$ cat src/rtl/tis_pkg.sv
// Shared opcode, next-address select and sequencer state encodings for the TIS-100 node.
package tis_pkg;

    localparam logic [4:0] OP_NOP  = 5'd0;
    localparam logic [4:0] OP_MOV  = 5'd1;
    localparam logic [4:0] OP_SWP  = 5'd2;
    localparam logic [4:0] OP_SAV  = 5'd3;
    localparam logic [4:0] OP_ADD  = 5'd4;
    localparam logic [4:0] OP_SUB  = 5'd5;
    localparam logic [4:0] OP_NEG  = 5'd6;
    localparam logic [4:0] OP_JMP  = 5'd7;
    localparam logic [4:0] OP_JEZ  = 5'd8;
    localparam logic [4:0] OP_JNZ  = 5'd9;
    localparam logic [4:0] OP_JGZ  = 5'd10;
    localparam logic [4:0] OP_JLZ  = 5'd11;
    localparam logic [4:0] OP_JRO  = 5'd12;
    localparam logic [4:0] OP_HCF  = 5'd13;
    // MOV whose non-port destination is NIL rather than ACC.
    localparam logic [4:0] OP_MOVN = 5'd14;

    localparam logic [1:0] JC_INC   = 2'b00;
    localparam logic [1:0] JC_LABEL = 2'b01;
    localparam logic [1:0] JC_REL   = 2'b10;
    localparam logic [1:0] JC_ZERO  = 2'b11;

    localparam logic [1:0] ST_HALTED  = 2'd0;
    localparam logic [1:0] ST_RUN     = 2'd1;
    localparam logic [1:0] ST_RD_WAIT = 2'd2;
    localparam logic [1:0] ST_WR_WAIT = 2'd3;

endpackage

$ cat src/rtl/tis_jmp_decode.sv
// Combinational jump decode: opcode plus ACC flags to next-address select.
module tis_jmp_decode
    import tis_pkg::*;
(
    input  logic [0:4] instr_type,
    input  logic       acc_zero,
    input  logic       acc_neg,
    output logic [0:1] jmp_cond,
    output logic       jmp_instr
);

    always_comb begin
        jmp_cond  = JC_INC;
        jmp_instr = 1'b1;
        case (instr_type)
            OP_JMP:  jmp_cond = JC_LABEL;
            OP_JEZ:  jmp_cond = acc_zero ? JC_LABEL : JC_INC;
            OP_JNZ:  jmp_cond = !acc_zero ? JC_LABEL : JC_INC;
            OP_JGZ:  jmp_cond = (!acc_zero && !acc_neg) ? JC_LABEL : JC_INC;
            OP_JLZ:  jmp_cond = acc_neg ? JC_LABEL : JC_INC;
            OP_JRO:  jmp_cond = JC_REL;
            default: jmp_instr = 1'b0;
        endcase
    end

endmodule

$ cat src/rtl/tis_node_seq.sv
// TIS-100 node sequencer: IP advance/select, blocking MOV port handshakes, halt/restart.
module tis_node_seq
    import tis_pkg::*;
#(
    parameter int STALL_W = 16
) (
    input  logic               clk,
    input  logic               reset,
    input  logic               start,
    input  logic               hcf,
    input  logic [0:4]         instr_type,
    input  logic               src_is_port,
    input  logic               dst_is_port,
    input  logic               acc_zero,
    input  logic               acc_neg,
    input  logic               rd_ack,
    input  logic               wr_ack,
    output logic               adv,
    output logic [0:1]         jmp_cond,
    output logic               jmp_instr,
    output logic               rd_req,
    output logic               wr_req,
    output logic               acc_we,
    output logic               bak_we,
    output logic               halted,
    output logic [STALL_W-1:0] stall_cycles
);

    logic [1:0]         r_state;
    logic [1:0]         w_nxt;
    logic               r_rd_req;
    logic               r_wr_req;
    logic [STALL_W-1:0] r_stall;
    logic [0:1]         w_dec_cond;
    logic               w_dec_jmp;
    logic               w_halt;
    logic               w_is_mov;
    logic               w_acc_dst;
    logic               w_alu_acc;

    tis_jmp_decode u_jmp_decode (
        .instr_type (instr_type),
        .acc_zero   (acc_zero),
        .acc_neg    (acc_neg),
        .jmp_cond   (w_dec_cond),
        .jmp_instr  (w_dec_jmp)
    );

    // An HCF opcode reaching RUN halts exactly like the external request.
    assign w_halt    = hcf || (r_state == ST_RUN && instr_type == OP_HCF);
    assign w_is_mov  = (instr_type == OP_MOV) || (instr_type == OP_MOVN);
    assign w_acc_dst = (instr_type == OP_MOV) && !dst_is_port;
    assign w_alu_acc = (instr_type == OP_ADD) || (instr_type == OP_SUB) ||
                       (instr_type == OP_NEG) || (instr_type == OP_SWP);

    always_comb begin
        w_nxt     = r_state;
        adv       = 1'b0;
        jmp_cond  = JC_INC;
        jmp_instr = 1'b0;
        acc_we    = 1'b0;
        bak_we    = 1'b0;
        if (w_halt) begin
            w_nxt = ST_HALTED;
        end else begin
            case (r_state)
                ST_HALTED: if (start) begin
                    adv      = 1'b1;
                    jmp_cond = JC_ZERO;
                    w_nxt    = ST_RUN;
                end
                ST_RUN: begin
                    jmp_instr = w_dec_jmp;
                    jmp_cond  = w_dec_cond;
                    // Port-to-port MOV enters RD_WAIT first; the write follows the read.
                    if (w_is_mov && src_is_port) begin
                        w_nxt = ST_RD_WAIT;
                    end else if (w_is_mov && dst_is_port) begin
                        w_nxt = ST_WR_WAIT;
                    end else begin
                        adv    = 1'b1;
                        acc_we = w_acc_dst || w_alu_acc;
                        bak_we = (instr_type == OP_SAV) || (instr_type == OP_SWP);
                    end
                end
                ST_RD_WAIT: if (rd_ack) begin
                    if (dst_is_port) begin
                        w_nxt = ST_WR_WAIT;
                    end else begin
                        adv    = 1'b1;
                        acc_we = w_acc_dst;
                        w_nxt  = ST_RUN;
                    end
                end
                ST_WR_WAIT: if (wr_ack) begin
                    adv   = 1'b1;
                    w_nxt = ST_RUN;
                end
                default: w_nxt = ST_HALTED;
            endcase
        end
    end

    always_ff @(posedge clk or negedge reset) begin
        if (!reset) begin
            r_state  <= ST_HALTED;
            r_rd_req <= 1'b0;
            r_wr_req <= 1'b0;
            r_stall  <= '0;
        end else begin
            r_state  <= w_nxt;
            r_rd_req <= (w_nxt == ST_RD_WAIT);
            r_wr_req <= (w_nxt == ST_WR_WAIT);
            if ((r_state == ST_RD_WAIT || r_state == ST_WR_WAIT) && r_stall != '1)
                r_stall <= r_stall + 1'b1;
        end
    end

    assign rd_req       = r_rd_req;
    assign wr_req       = r_wr_req;
    assign halted       = (r_state == ST_HALTED);
    assign stall_cycles = r_stall;

endmodule

$ cat config.mk
export PLATFORM = sky130hd
export DESIGN_NAME = tis_node_seq
export DESIGN_NICKNAME = d
export VERILOG_FILES = /design/src/rtl/tis_pkg.sv /design/src/rtl/tis_jmp_decode.sv /design/src/rtl/tis_node_seq.sv
export SDC_FILE = /design/constraint.sdc
export NUM_CORES = 1
export LEC_CHECK = 0
export ABC_AREA = 1
export CORE_ASPECT_RATIO = 1.2
export CORE_MARGIN = 5
export CORE_UTILIZATION = 47
export DETAILED_ROUTE_END_ITERATION = 10
export GPL_ROUTABILITY_DRIVEN = 0
export PLACE_DENSITY = 0.79
export SKIP_LAST_GASP = 1
export SYNTH_ARGS = -nofsm -noshare
export SYNTH_HDL_FRONTEND = slang
export SYNTH_HIERARCHICAL = 1
export SYNTH_SLANG_ARGS = --single-unit
$ cat constraint.sdc
create_clock -name clk -period 1.9 [get_ports clk]
set_input_delay 0.38 -clock clk [delete_from_list [all_inputs] [get_ports clk]]
set_output_delay 0.38 -clock clk [all_outputs]
set_load 0.1 [all_outputs]
==> impl_metrics.ini <==
[routing]
drc = 0
drt-initial-drc-count = 184
maxUsedRoutingLayer = met4
drtAntennaViolNets = 0
wl_per_cell_um = 18.8
drt_first_pass_iters = 5
num_vias = 1750
dr_wl_met2_um = 2990
drt-met1-wl_um = 1990
wirelength_um = 5760
routed-wl-met3_um = 439
avgViaCountPerCell = 5.72

[logic_synthesis]
syn_inst = 197
synthesis.nets = 218
synth.ff_latch_count = 20
yosysSeqAreaShare_pct = 35.7
syn-cell-area_um2 = 1400
synth_cell_types = 25
yosys_warnings = 6
syn_avg_cell_area_um2 = 7.11

[global_route]
grt_usage_pct = 27.7
grt_max_degree = 21
grt_pass1_wl_um = 8850
gr-total-overflow = 0
antenna_found_initial = 0
grt_pass1_vias = 1774

[setup_path]
worst-setup-path-type = in -> out
critPathCaptureType = output port
start_kind = input port
crit_arrival_ps = 1780
worstPathMaxFanout = 3
required_ps = 1520

[placement]
post-place-ws_ps = -539
port-buffer-count = 39
place_hpwl_um = 3060

[die]
core_um2 = 2840
dieArea_um2 = 4180
rows = 21
fp.dieH_um = 69.8
initial_core_util_pct = 49.4
io_pins = 40
die_width_um = 59.8

[timing]
finClkSkew_ps = 9.15
setup_ws_ps = -262
timing.final.crit_period_ps = 2160
max_freq_mhz = 463
relSlewSlack_pct = 79.5
finalHoldViolCount = 0
report.final.setup_viol = 8
final_max_slew_viol_count = 0
worst_slew_pin_slew_ps = 308
fin_crit_sh_pct = 114
rsz0062_at_grt = true

[cells_and_area]
num_antenna_cells = 0
layout_commonest_cell = nand2_1
finalNetCount = 294
area_delta_synth_final_pct = 83.4
drive_gt1_share_pct = 42.6
final_cell_mix = 44 x nand2_1, 32 x buf_4, 24 x inv_1, 23 x buf_12, 17 x nor2_1

[power]
fin_total_pwr_mw = 3.62
leakagePower_nw = 1.15
pwr_density_cell_nw_per_um2 = 1410
ir_worst_vdd_uv = 1360

[flow_run]
maxCapViolations = 0

[clock_tree]
clockBufferDepth = 2
numCtsBuffers = 3
clk_latency_ps = 300
clock-root-buffer = clkbuf_4
cts_tree = done
htree_num_levels = 1
cts.sinks = 20
path_clk_slew_ps = 130

[outcome]
violations = setup timing
status = complete, but fails checks

[worst_hold_path]
hold_class = in -> async
path summary, 6_finish.rpt:
path / startpoint / to / slack (ps) / cells past startpoint
max in group asynchronous: reset / stall_cycles[11] / 1260 / 2
min: reset / stall_cycles[3] / 410 / 2
min in group clk: stall_cycles[9] / stall_cycles[9] / 550 / 1
max reg2reg: stall_cycles[0] / stall_cycles[4] / 70 / 11
min reg2reg: stall_cycles[9] / stall_cycles[9] / 550 / 1
max: instr_type[1] / acc_we / -260 / 12
Yosys cell counts, drive strengths merged:
master	count	share of area, %
inv	30	8.0
ha	6	5.4
buf	1	0.80
dfrtp	20	36
o21ai	12	4.3
a31oi	2	0.89
nor2	29	8.3
nor3	6	2.5
a21oi	9	3.2
or2	1	0.45
xor2	9	5.6
nand3b	2	1.1
nand2	50	15
nand4	3	1.3
a32oi	1	0.63
o2111ai	1	0.63
xnor2	3	1.9
nand3	12	4.6
kinds of logic (layout without fill, tap and decap cells):
logic type	count (synthesis)	after routing	synth area share [%]
AND/OR/NAND/NOR	103	103	32.9
flip-flops	20	20	35.7
AO/OA/AOI/OAI	25	25	9.64
XOR/XNOR	12	12	7.50
adder cells (fa/ha/maj)	6	6	5.36
buffers and inverters	31	106	8.84
stage by stage:
stage | cells | utilization [%] | TNS (ps) | instance area (um^2) | hold WS (ps)
final | 306 | 90.6 | -1430 | 2570 | 408
after global routing | 306 | 90.6 | -1810 | 2570 | 408
after CTS | 301 | 88.7 | -936 | 2520 | 419
after detailed placement | 282 | 80.2 | -3060 | 2280 | 524
after global placement | 282 | 80.2 | -2180 | 2280 | 520
after floorplan | 197 | - | -592 | 1530 | 84.4
per-layer routing:
layer,vias up,track usage (%)
li1,783,-
met1,808,30.1
met2,123,48.3
met3,36,5.40
met4,0,14.3
met5,-,0
area by class of cell:
type / count / area, um^2
multi-input cells: 146 / 972
repair buffers: 72 / 868
flip-flops and latches: 20 / 517
fillers: 124 / 268
inverters: 30 / 118
well taps: 34 / 42.5
clock inverters: 1 / 30.0
clock buffers: 3 / 22.5
repair_timing:
action                                  4_1_cts  5_1_grt
endpoints found under the setup margin        6       11
buffers inserted                             15        5
pin swaps                                    16        5
gates resized for setup                      32        4
hold buffers                                  0        0
report_power, final:
part,leakage (nW),internal [mW],switching [mW]
Sequential,0.249,0.530,0.147
Clock,0.0279,0.213,0.141
Combinational,0.871,0.950,1.64
state kept, by name, indices dropped and copies added, names as in the netlist:
signal	cells
stall_cycles	16
r_state	2
wr_req	1
rd_req	1
worst max-delay path, cell delays in order:
cell           delay, ps
dlygate4sd2_1        290
nand2_1               70
nor2_1               140
nand2_1               90
nand2_2              110
o21ai_4               70
nand2_2               80
buf_4                100
inv_1                 50
nor2_2               170
nor2_4                50
buf_12               160
No activity file was read; power rests on OpenSTA's default activity.
